$ cat src/rtl/wb_arbiter_rr2.sv
// Two-master, one-slave Wishbone B3 round-robin arbiter; grant is held for the whole cyc.
// Optional bus watchdog enabled by defining WB_ARB_WATCHDOG_EN (limit set by TIMEOUT).
//
// state | meaning
// IDLE  | no master owns the slave; s_* driven to zero
// GNT0  | m0 owns the slave until m0_cyc_i drops
// GNT1  | m1 owns the slave until m1_cyc_i drops
module wb_arbiter_rr2 #(
    parameter int AW      = 32,
    parameter int DW      = 32,
    parameter int TIMEOUT = 255
) (
    input  logic            wb_clk_i,
    input  logic            wb_rst_n_i,

    input  logic [AW-1:0]   m0_adr_i,
    input  logic [DW-1:0]   m0_dat_i,
    input  logic [DW/8-1:0] m0_sel_i,
    input  logic            m0_we_i,
    input  logic            m0_cyc_i,
    input  logic            m0_stb_i,
    input  logic [2:0]      m0_cti_i,
    input  logic [1:0]      m0_bte_i,
    output logic [DW-1:0]   m0_dat_o,
    output logic            m0_ack_o,
    output logic            m0_err_o,
    output logic            m0_rty_o,

    input  logic [AW-1:0]   m1_adr_i,
    input  logic [DW-1:0]   m1_dat_i,
    input  logic [DW/8-1:0] m1_sel_i,
    input  logic            m1_we_i,
    input  logic            m1_cyc_i,
    input  logic            m1_stb_i,
    input  logic [2:0]      m1_cti_i,
    input  logic [1:0]      m1_bte_i,
    output logic [DW-1:0]   m1_dat_o,
    output logic            m1_ack_o,
    output logic            m1_err_o,
    output logic            m1_rty_o,

    output logic [AW-1:0]   s_adr_o,
    output logic [DW-1:0]   s_dat_o,
    output logic [DW/8-1:0] s_sel_o,
    output logic            s_we_o,
    output logic            s_cyc_o,
    output logic            s_stb_o,
    output logic [2:0]      s_cti_o,
    output logic [1:0]      s_bte_o,
    input  logic [DW-1:0]   s_dat_i,
    input  logic            s_ack_i,
    input  logic            s_err_i,
    input  logic            s_rty_i,

    output logic [1:0]      gnt_o
);

    typedef enum logic [1:0] {
        IDLE = 2'd0,
        GNT0 = 2'd1,
        GNT1 = 2'd2
    } state_t;

    state_t     state_q, state_d;
    logic [1:0] gnt_q, gnt_d;
    logic       last_q, last_d;

    logic       mux_stb;
    logic       term;
    logic       wdog_fire;

    // Round-robin: on simultaneous requests from IDLE the master that was not served last wins.
    always_comb begin
        state_d = state_q;
        last_d  = last_q;
        case (state_q)
            IDLE: begin
                if (m0_cyc_i && m1_cyc_i) state_d = last_q ? GNT0 : GNT1;
                else if (m0_cyc_i)        state_d = GNT0;
                else if (m1_cyc_i)        state_d = GNT1;
            end
            GNT0: if (!m0_cyc_i) state_d = m1_cyc_i ? GNT1 : IDLE;
            GNT1: if (!m1_cyc_i) state_d = m0_cyc_i ? GNT0 : IDLE;
            default: state_d = IDLE;
        endcase
        if (state_d == GNT0 && state_q != GNT0) last_d = 1'b0;
        if (state_d == GNT1 && state_q != GNT1) last_d = 1'b1;
        gnt_d = {state_d == GNT1, state_d == GNT0};
    end

    always_ff @(posedge wb_clk_i or negedge wb_rst_n_i) begin
        if (!wb_rst_n_i) begin
            state_q <= IDLE;
            gnt_q   <= 2'b00;
            last_q  <= 1'b1;
        end else begin
            state_q <= state_d;
            gnt_q   <= gnt_d;
            last_q  <= last_d;
        end
    end

    assign gnt_o = gnt_q;
    assign term  = s_ack_i | s_err_i | s_rty_i;

    always_comb begin
        s_adr_o = '0;
        s_dat_o = '0;
        s_sel_o = '0;
        s_we_o  = 1'b0;
        s_cyc_o = 1'b0;
        mux_stb = 1'b0;
        s_cti_o = 3'b000;
        s_bte_o = 2'b00;
        if (gnt_q[0]) begin
            s_adr_o = m0_adr_i;
            s_dat_o = m0_dat_i;
            s_sel_o = m0_sel_i;
            s_we_o  = m0_we_i;
            s_cyc_o = m0_cyc_i;
            mux_stb = m0_stb_i;
            s_cti_o = m0_cti_i;
            s_bte_o = m0_bte_i;
        end else if (gnt_q[1]) begin
            s_adr_o = m1_adr_i;
            s_dat_o = m1_dat_i;
            s_sel_o = m1_sel_i;
            s_we_o  = m1_we_i;
            s_cyc_o = m1_cyc_i;
            mux_stb = m1_stb_i;
            s_cti_o = m1_cti_i;
            s_bte_o = m1_bte_i;
        end
    end

`ifdef WB_ARB_WATCHDOG_EN
    localparam logic [15:0] WDOG_LIMIT = 16'(TIMEOUT - 1);

    logic [15:0] wdog_q, wdog_d;

    // The timeout err stands in for the slave's termination, so it never coincides with a real one.
    assign wdog_fire = s_cyc_o & mux_stb & ~term & (wdog_q == WDOG_LIMIT);

    always_comb begin
        wdog_d = wdog_q;
        if (gnt_d != gnt_q || term || wdog_fire) wdog_d = '0;
        else if (s_cyc_o && mux_stb)             wdog_d = wdog_q + 16'd1;
    end

    always_ff @(posedge wb_clk_i or negedge wb_rst_n_i) begin
        if (!wb_rst_n_i) wdog_q <= '0;
        else             wdog_q <= wdog_d;
    end
`else
    assign wdog_fire = 1'b0;
`endif

    assign s_stb_o  = mux_stb & ~wdog_fire;

    assign m0_dat_o = s_dat_i;
    assign m1_dat_o = s_dat_i;
    assign m0_ack_o = gnt_q[0] & s_ack_i;
    assign m1_ack_o = gnt_q[1] & s_ack_i;
    assign m0_err_o = gnt_q[0] & (s_err_i | wdog_fire);
    assign m1_err_o = gnt_q[1] & (s_err_i | wdog_fire);
    assign m0_rty_o = gnt_q[0] & s_rty_i;
    assign m1_rty_o = gnt_q[1] & s_rty_i;

endmodule

$ cat config.mk
export PLATFORM = sky130hd
export DESIGN_NAME = wb_arbiter_rr2
export DESIGN_NICKNAME = d
export VERILOG_FILES = /design/src/rtl/wb_arbiter_rr2.sv
export SDC_FILE = /design/constraint.sdc
export NUM_CORES = 1
export LEC_CHECK = 0
export ABC_AREA = 1
export ABC_CLOCK_PERIOD_IN_PS = 1400
export BUFFER_PORTS_ARGS = -buffer_cell sky130_fd_sc_hd__buf_2
export CAP_MARGIN = 20
export CORE_AREA = 2 2 129 131
export DETAILED_ROUTE_END_ITERATION = 8
export DIE_AREA = 0 0 131 133
export PLACE_DENSITY = 0.49
export SYNTH_ARGS = -nofsm -noshare
export SYNTH_HDL_FRONTEND = slang
export SYNTH_SLANG_ARGS = --single-unit
$ cat constraint.sdc
create_clock -name wb_clk_i -period 1.4 [get_ports wb_clk_i]
set_input_delay 0.21 -clock wb_clk_i [delete_from_list [all_inputs] [get_ports wb_clk_i]]
set_output_delay 0.21 -clock wb_clk_i [all_outputs]
set_load 0.005 [all_outputs]
# Word-level counts from Yosys, hierarchy flattened
# Cells that the tools add are included.
# classes
shifts,0
div,0
addsub,0
multipliers,0
reduce_logical,5
eq_ne,6
bitwise_logic,6
n_mux,27
n_lt_le_gt_ge,0
# ops
op,n
two-way mux 32 bit,4
two-way mux 2 bit,9
two-way mux 1 bit,9
two-way mux 4 bit,2
bitwise AND 1 bit,6
two-way mux 3 bit,2
case mux 2 bit (3 select lines),1
== test 2 x 1 -> 1 bit (second input constant),2
== test 2 bit (second input constant),2
logical AND 1 bit,3
logical NOT 2 bit,1
inequality test 2 x 1 -> 1 bit (second input constant),1
inequality test 2 bit (second input constant),1
nonzero test 2 bit,1
# totals
register_bits,5
rom_bits,0
output_inout_bits,148
latchBits,0
mem_count,0
ramBits,0

# Depth between registers and ports, before layout
# Gate-level depths: netlist (run 1).
# logic_depth
ltp_word,8
mapped_depth,6
ltp_nobuf,6

# Least setup slack after synthesis (run 1)
# No wires, ideal clock.
# synth_path
path_kind,reg2out
startpoint,reg gnt_q[0] (netlist: gnt_o[0])
endpoint,out s_adr_o[10]
arrival_ps,934
path_stages_with_launch,7
slack_ps,256
cell_sequence,dfrtp_1 > buf_6 > inv_4 > buf_6 > buf_6 > nand3_1 > nand2_1
# synth_via
elab_chain_cells,1
# synth_rtl
element,line,rtl
"start, declared",65,"logic [1:0] gnt_q, gnt_d;"
"start signal, assigned",98,gnt_q <= gnt_d;
two-way mux 32 bit,115,if (gnt_q[0]) begin
"end, declared",42,"output logic [AW-1:0] s_adr_o,"
# Every way passes these cells.

# Worst setup path after layout (run 1)
# layout_path
startpoint,reg gnt_q[0] (netlist: gnt_o[0])
endpoint,out s_dat_o[5]
# layout_via
elab_chain_cells,1
# layout_rtl
element,line,rtl
two-way mux 32 bit,115,
"end, declared",43,"output logic [DW-1:0] s_dat_o,"
# Every way passes these cells.

==> summary.md, run 1 <==
| Metric | Value |
|---|---|
| Status | finished with violations |
| Failing checks | setup timing |
| Area grow syn2layout | 71.3% |
| Cell mode on critical path | nand2_1 |
| Clock-pin slew on the worst setup and hold paths | ~0.030 ns |
| Nets@finish | around 700 |
| # IOs | ~340 |
| Critical-path cell list | buf_12, buf_6, nand2_1, nand2_1, buf_2 |
| Core Box Area | around 16,000 sq um |
| Post-DRT Antenna Nets | 0 |
| CTS tree | built |
| Initial antenna violation count | 0 |
| Clock network power share | 14.1% |
| WHS Endpoint | state_q[0] |
| Hold path depth | 3 |
| Max-slew headroom | 87.0% |
| GP Congestion | around 0.76 |
| Sw frac | 45.3% |
| Gate power share | 78.6% |
| Placed cell count | 733 |
| Filler Cells Inserted | 1,862 |
| Sequential fraction of the synthesis area | 6.75% |
| Die area | 17,400 sq um |
| Min-Delay Path Class | in -> reg |
| Switch Pwr | 1.49 mW |
| Final worst-path cycle share | 106% |
| Met1 Use GR | 9.72% |
| Die Wd | 131 microns |
| CP endpoint kind | output pin |
| DPL Wire Length | around 6500 microns |
| Via count | between 2k and 3k |
| Min-delay src | m0_cyc_i |
| Port bufs | 240 |
| Worst R2R End | last_q |
| Multi-input gate area | 1090 sq um |
| Critical R2R Launch | last_q |
| Synth Cell Area | 1870 sq um |
| CP required | 1.19 ns |
| First-pass GRT wire length | between 10,000 and 15,000 microns |
| Synthesized instance count | 357 |
| Sequential group share of total power | 7.3% |
| Area after DPL | 2810 sq um |
| # rows | 47 |
| CP Launch Type | flop |
| Final hold slack | 0.253 ns |
| Worst-Margin Slew | 0.196 ns |
| GR peak layer | met2 |
| Peak VDD IR | 0.430 mV |
| P per Cell Area | 1030 nW/um^2 |
| Crit path time final | 1.48 ns |
| Crit path DAT | 1.27 ns |
| Net count after synthesis | 546 |
| H-tree levels | 1 |
| Synthesized flop and latch total | 5 |
| Starting Density | 11.6% |
| Most frequent cells in the layout | buf_2, nand2_1, nand3_1 |
| Internal power | between 1.5 and 2 mW |
| Aggregate global routing overflow | 0 |
| Layout Cell Area excl Fill | 3210 sq um |
| Synth Warn # | 0 |
| Die H | 133 microns |
| Yosys cell types | 12 |
| Final setup viols | just under 80 |
| Drt via density | 3.75 |
| Worst-skew pair later-pin latency | 0.22 ns |
| Ant. Diodes | 0 |
| Leading cell type in the layout, fill and taps excluded | buf_2 |
| Slowest stage delay, CP | 0.44 ns |
| Critical path's slowest cell | dfrtp_2 |
| Worst setup margin | -0.0828 ns |
| Root buffer cell | clkbuf_16 |
| Non-filler cells, final | roughly 750 |
| Crit Path Category | reg -> out |
| M2 GR Usage | 15.7% |
| Syn Area/Cell | 5.25 sq um |
| Reg2Reg Depth | 5 |
| Pin count of the biggest net entering global routing | 43 |
| DRT Pass-1 Iters | 6 |
| Max Cap Violations | 0 |
| DRT iter0 DRCs | 155 |
| Power, Total | between 3 and 4 mW |
| Routed WL per cell | 13.5 microns |
| RSZ-0062 raised after global routing | true |
| Hold Fails Final Rpt | 0 |
| Met3 Use GR | 2.02% |
| Max clock buf depth | 2 |
| R2R setup slack | approximately 0.45 ns |
| Clk sinks | 5 |
| FMAX | 674 MHz |
| Total GRT Usage | 8.61% |
| Register area | 129 sq um |
| Finished Core Util | about a fifth |
| CTS buffer count | 3 |
| Skew final | between 0.0015 and 0.002 ns |
| Number of global-route vias before repair | 2,452 |
| CP max FO | 10 |
| Routed WL | 10,100 microns |
| Slew Limit Fails | 0 |
| Residual DRC count | 0 |
| Pleak | 2.07 nW |
| Share of layout cells above drive strength 1 | 53.1% |
-- what timing repair did --
action	in CTS	in global routing
hold buffers	1	0
setup endpoints to repair	76	79
setup buffers	1	0
resized for setup	6	20
cloned	2	8
hold endpoints to repair	4	0
-- sequential cells by signal, indices dropped and copies added, names as in the netlist --
name     count
last_q       1
state_q      2
gnt_o        2
-- worst max path at each step --
stage	start	to	cells after the start
3_3_place_gp	gnt_o[0]	s_dat_o[0]	5
5_1_grt	gnt_o[0]	s_adr_o[18]	5
3_5_place_dp	gnt_o[0]	s_cyc_o	5
6_report	gnt_o[0]	s_dat_o[5]	5
2_1_floorplan	gnt_o[0]	s_adr_o[10]	6
4_1_cts	gnt_o[0]	s_dat_o[7]	5
-- layer usage --
metal  wire length (microns)  share of wire (%)  vias to the layer above
met5                       0                  0                        -
met4                     210                2.1                        0
met3                     977                9.7                       26
met2                    4940                 49                      180
met1                    3960                 39                     1205
li1                        -                  -                     1398
-- power by group through the flow --
stage	registers (mW)	clock network (mW)	logic, mW
detailed placement	0.241	0	2.04
global route	0.249	0.484	2.86
CTS	0.233	0.472	2.22
finish	0.240	0.466	2.60
floorplan	0.217	0	1.29
global placement	0.239	0	2.06
-- worst max-delay path: cells and delay by family (launching register included) --
kind | cells | cell delay, ns
buf+inv | 3 | 0.46
simple gates | 2 | 0.14
flops | 1 | 0.44
-- cell usage after synthesis --
cell type	n	area, sq um
a21oi_1	2	10.0
o21ai_0	1	5.00
inv_1	12	45.0
buf_6	7	78.8
clkbuf_1	1	3.75
nand2_1	167	627
nand3_1	79	395
inv_4	1	6.26
dfrtp_1	4	100
buf_2	16	80.1
dfstp_2	1	26.3
buf_4	66	495
-- stage by stage --
| step | setup slack (ns) | TNS (ns) |
|---|---|---|
| floorplan | 0.256 | 0 |
| global placement | 0.142 | 0 |
| detailed placement | 0.146 | 0 |
| CTS | -0.0792 | -3.64 |
| global route | -0.123 | -8.23 |
| finish | -0.0828 | -4.57 |
-- final cells by class --
class	count	share of cell area (%)
well taps	220	8.58
repair buffers	258	49.2
multi-input cells	249	33.8
clock buffers	4	2.46
inverters	13	1.91
flip-flops and latches	5	4.02
-- cell families after synthesis --
logic type	count (synthesis)	share of synthesized area (%)
AO/OA/AOI/OAI	3	0.801
buffers and inverters	103	37.9
flip-flops	5	6.75
AND/OR/NAND/NOR	246	54.6
Power figures use the tool's default switching activity.
==> inputs of run 2 (changes only) <==
--- a/config.mk
+++ b/config.mk
@@ -5,14 +5,13 @@
 export SDC_FILE = /design/constraint.sdc
 export NUM_CORES = 1
 export LEC_CHECK = 0
-export ABC_AREA = 1
 export ABC_CLOCK_PERIOD_IN_PS = 1400
 export BUFFER_PORTS_ARGS = -buffer_cell sky130_fd_sc_hd__buf_2
 export CAP_MARGIN = 20
 export CORE_AREA = 2 2 129 131
 export DETAILED_ROUTE_END_ITERATION = 8
 export DIE_AREA = 0 0 131 133
-export PLACE_DENSITY = 0.49
+export PLACE_DENSITY = 0.47
 export SYNTH_ARGS = -nofsm -noshare
 export SYNTH_HDL_FRONTEND = slang
 export SYNTH_SLANG_ARGS = --single-unit
==> run 2 against run 1 <==
The flow still finishes with violations (setup timing). Critical path type unchanged. Clock-buffer cell count did not move. Highest routed layer unchanged. Wire length fell by 29%. Critical endpoint is now s_dat_o[24]. First-iteration DRC count fell by 64%.
==> summary.md, run 2 <==
| Metric | Value |
|---|---|
| Worst setup margin | -0.175 ns (-0.0925 ns) |
| Worst-Margin Slew | 0.302 ns (+0.106 ns) |
| Area grow syn2layout | 73.7% |
| First-pass GRT wire length | 8920 microns (-26%) |
| Sequential group share of total power | 9.5% (+2.2 points) |
| Die area | 17,400 sq um (unchanged) |
| Slowest stage delay, CP | 0.37 ns (-0.07 ns) |
| Power, Total | 2.39 mW (-28%) |
| Internal power | 1.53 mW (-16%) |
| Syn Area/Cell | 8.28 sq um (+58%) |
| Total Neg Setup Slack | -10.83 ns (-6.26 ns) |
| Critical Path End | s_dat_o[24] |
| Leading cell type in the layout, fill and taps excluded | buf_2 |
| Non-filler cells, final | 584 (-22%) |
| Skew final | 0.00103 ns (-0.000950 ns) |
| Final worst-path cycle share | 113% (+6.6 points) |
| Max-slew headroom | 79.9% (-7.1 points) |
| Pin count of the biggest net entering global routing | 43 (unchanged) |
| Final setup viols | 79 (unchanged) |
| DRT Pass-1 Iters | 4 (-2) |
| # IOs | 337 (unchanged) |
| CP Launch Type | flop |
| Synthesized flop and latch total | 5 (unchanged) |
| GP Congestion | 0.749 (-1.2%) |
| Synth Warn # | 0 (unchanged) |
| Failing checks | setup timing |
| Min-Delay Path Class | in -> reg |
| Nets@finish | 554 (-23%) |
| Yosys cell types | 19 (+7) |
| Port bufs | 240 (unchanged) |
| Worst-skew pair later-pin latency | 0.22 ns (about the same) |
| DRT iter0 DRCs | 56 (-64%) |
| Critical R2R Launch | last_q |
| Setup crit start | gnt_o[1] |
| Critical-path cell list | nor2b_4, buf_12, buf_12, a22o_1, buf_2 |
| Via count | 2,065 (-26%) |
| Most frequent cells in the layout | buf_2, a22o_1, and2_1, clkbuf_16 |
| Crit path time final | 1.58 ns (+0.0925 ns) |
| Initial antenna violation count | 1 (+1) |
| FMAX | 635 MHz (-5.9%) |
| Layout Cell Area excl Fill | 2700 sq um (-16%) |
| Clock network power share | 19.6% (+5.5 points) |
| Max clock buf depth | 2 (unchanged) |
| Top cell type's share of synthesized area | 41.6% (+8.2 points) |
| Routed WL | 7170 microns (-29%) |
| Sequential fraction of the synthesis area | 8.12% (+1.4 points) |
| Routed WL per cell | 12.3 microns (-8.9%) |
| Max Cap Violations | 0 (unchanged) |
| CP required | 1.19 ns (about the same) |
| Main synth FF type | dfrtp_1 |
| Finished Core Util | 16.7% (-3.1 points) |
| Starting Density | 9.62% (-2.0 points) |
| # rows | 47 (unchanged) |
| Largest cells by area after synthesis | a22o_1, buf_4, dfrtp_1 |
| Clock-pin slew on the worst setup and hold paths | 0.03 ns (about the same) |
| Area after DPL | 2480 sq um (-12%) |
| Clk sinks | 5 (unchanged) |
| Final hold slack | 0.270 ns (+0.0175 ns) |
| Async SR Flop Fraction | 100% (unchanged) |
| Synth area leader | a22o_1 |
| Post-DRT Antenna Nets | 0 (unchanged) |
| Worst path top cell family by delay | buffers and inverters |
| Peak VDD IR | 0.746 mV (+74%) |
| Core Box Area | 16,200 sq um (unchanged) |
| Switch Pwr | 866 uW (-42%) |
| Root buffer cell | clkbuf_16 |
| Most frequent cell after synthesis | a22o_1 |
| Crit path DAT | 1.37 ns (+0.10 ns) |
| Gate power share | 70.9% (-7.7 points) |
| Synth Cell Area | 1560 sq um (-17%) |
| Aggregate global routing overflow | 0 (unchanged) |
| Critical path's slowest cell | dfrtp_1 |
| Critical path depth | 5 (unchanged) |
| DPL Wire Length | 5420 microns (-17%) |
| R2R setup slack | 0.45 ns (about the same) |
| Worst R2R End | gnt_o[1] |
| WP buf/inv | 3 (unchanged) |
| Reg2Reg Depth | 2 (-3) |
| H-tree levels | 1 (unchanged) |
| Synthesized instance count | 188 (-47%) |
| CTS buffer count | 3 (unchanged) |
| Pleak | 1.55 nW (-25%) |
| Die H | 133 microns (unchanged) |
| Crit Path Category | reg -> out |
| Pre-CTS setup slack | 0.0553 ns (-0.0906 ns) |
| Number of global-route vias before repair | 1,818 (-26%) |
| P per Cell Area | 885 nW/um^2 (-14%) |
| CP endpoint kind | output pin |
| Net count after synthesis | 377 (-31%) |
| CTS tree | built |
| Synth top cells by count | a22o_1, buf_4, clkbuf_1 |
| Status | finished with violations |
| Slew Limit Fails | 0 (unchanged) |
| EDFF count, synth | 0 (unchanged) |
| Ant. Diodes | 0 (unchanged) |
| RSZ-0062 raised after global routing | true |
| Placed cell count | 572 (-22%) |
| Sw frac | 36.2% (-9.0 points) |
| Total GRT Usage | 6.28% (-2.3 points) |
| Residual DRC count | 0 (unchanged) |
| CP max FO | 20 (+10) |
| Cell mode on critical path | buf_12 |
| Die Wd | 131 microns (unchanged) |
| Drt via density | 3.54 (-5.7%) |
| Filler Cells Inserted | 1,820 (-2.3%) |
| Hold Fails Final Rpt | 0 (unchanged) |
| Share of layout cells above drive strength 1 | 71.4% (+18 points) |
-- run 2: cell types whose count changed in the layout (fill, tap and decap cells not counted), sizes merged, moves of 2 or more --
cell    delta
nand2    -163
nand3     -77
a22o      +74
inv       -10
and2       +6
nor2       +4
clkbuf     -3
buf        -2
o21a       +2
o21ai      +2
-- run 2: cell type report --
class	count	area (sq um)	share of cell area, %
timing repair buffer	253	1410	52.2
multi-input combinational	100	803	29.7
tap	220	275	10.2
sequential	5	128	4.72
clock buffer	4	78.8	2.92
inverter	2	7.51	0.278
-- run 2: logic make-up (layout without fill, tap and decap cells) --
kind of cell           after synthesis  in the layout  synth area share [%]
buffers and inverters               83            259                  40.7
AO/OA/AOI/OAI                       82             82                  44.8
AND/OR/NAND/NOR                     18             18                  6.43
flip-flops                           5              5                  8.12
-- run 2: worst min-delay path by stage --
stage | start | to | depth (start not counted)
after floorplan | wb_rst_n_i | gnt_o[0] | 0
after global placement | wb_rst_n_i | state_q[1] | 1
after detailed placement | wb_rst_n_i | state_q[1] | 1
after CTS | m1_cyc_i | state_q[1] | 2
after global routing | m1_cyc_i | state_q[1] | 2
final | m1_cyc_i | state_q[1] | 2
-- run 2: per-layer routing --
layer  vias up  share of wire (%)  track usage, %
met1       896                 38            6.83
met2       147                 51            11.4
met4         0                1.4            1.83
met3        21                 10            2.10
met5         -                  0               0
li1       1001                  -               -
-- run 2: what timing repair did --
action / 4_1_cts / 5_1_grt
setup endpoints to repair: 75 / 76
setup buffers: 0 / 3
hold buffers: 1 / 0
pin swaps: 1 / 0
cloned: 0 / 4
hold endpoints to repair: 5 / 0
gates resized for setup: 2 / 3
-- run 2: power by group through the flow --
stage | clock (mW) | combinational, mW | sequential, mW
finish | 0.468 | 1.70 | 0.227
global route | 0.496 | 1.85 | 0.233
CTS | 0.476 | 1.53 | 0.231
detailed placement | 0 | 1.52 | 0.231
global placement | 0 | 1.53 | 0.233
floorplan | 0 | 0.992 | 0.220
-- run 2: worst reg2reg max path: cells and delay by family (launching register included) --
| kind | cells | cell delay [ns] |
|---|---|---|
| AO/OA/AOI/OAI | 2 | 0.28 |
| flip-flops | 1 | 0.55 |
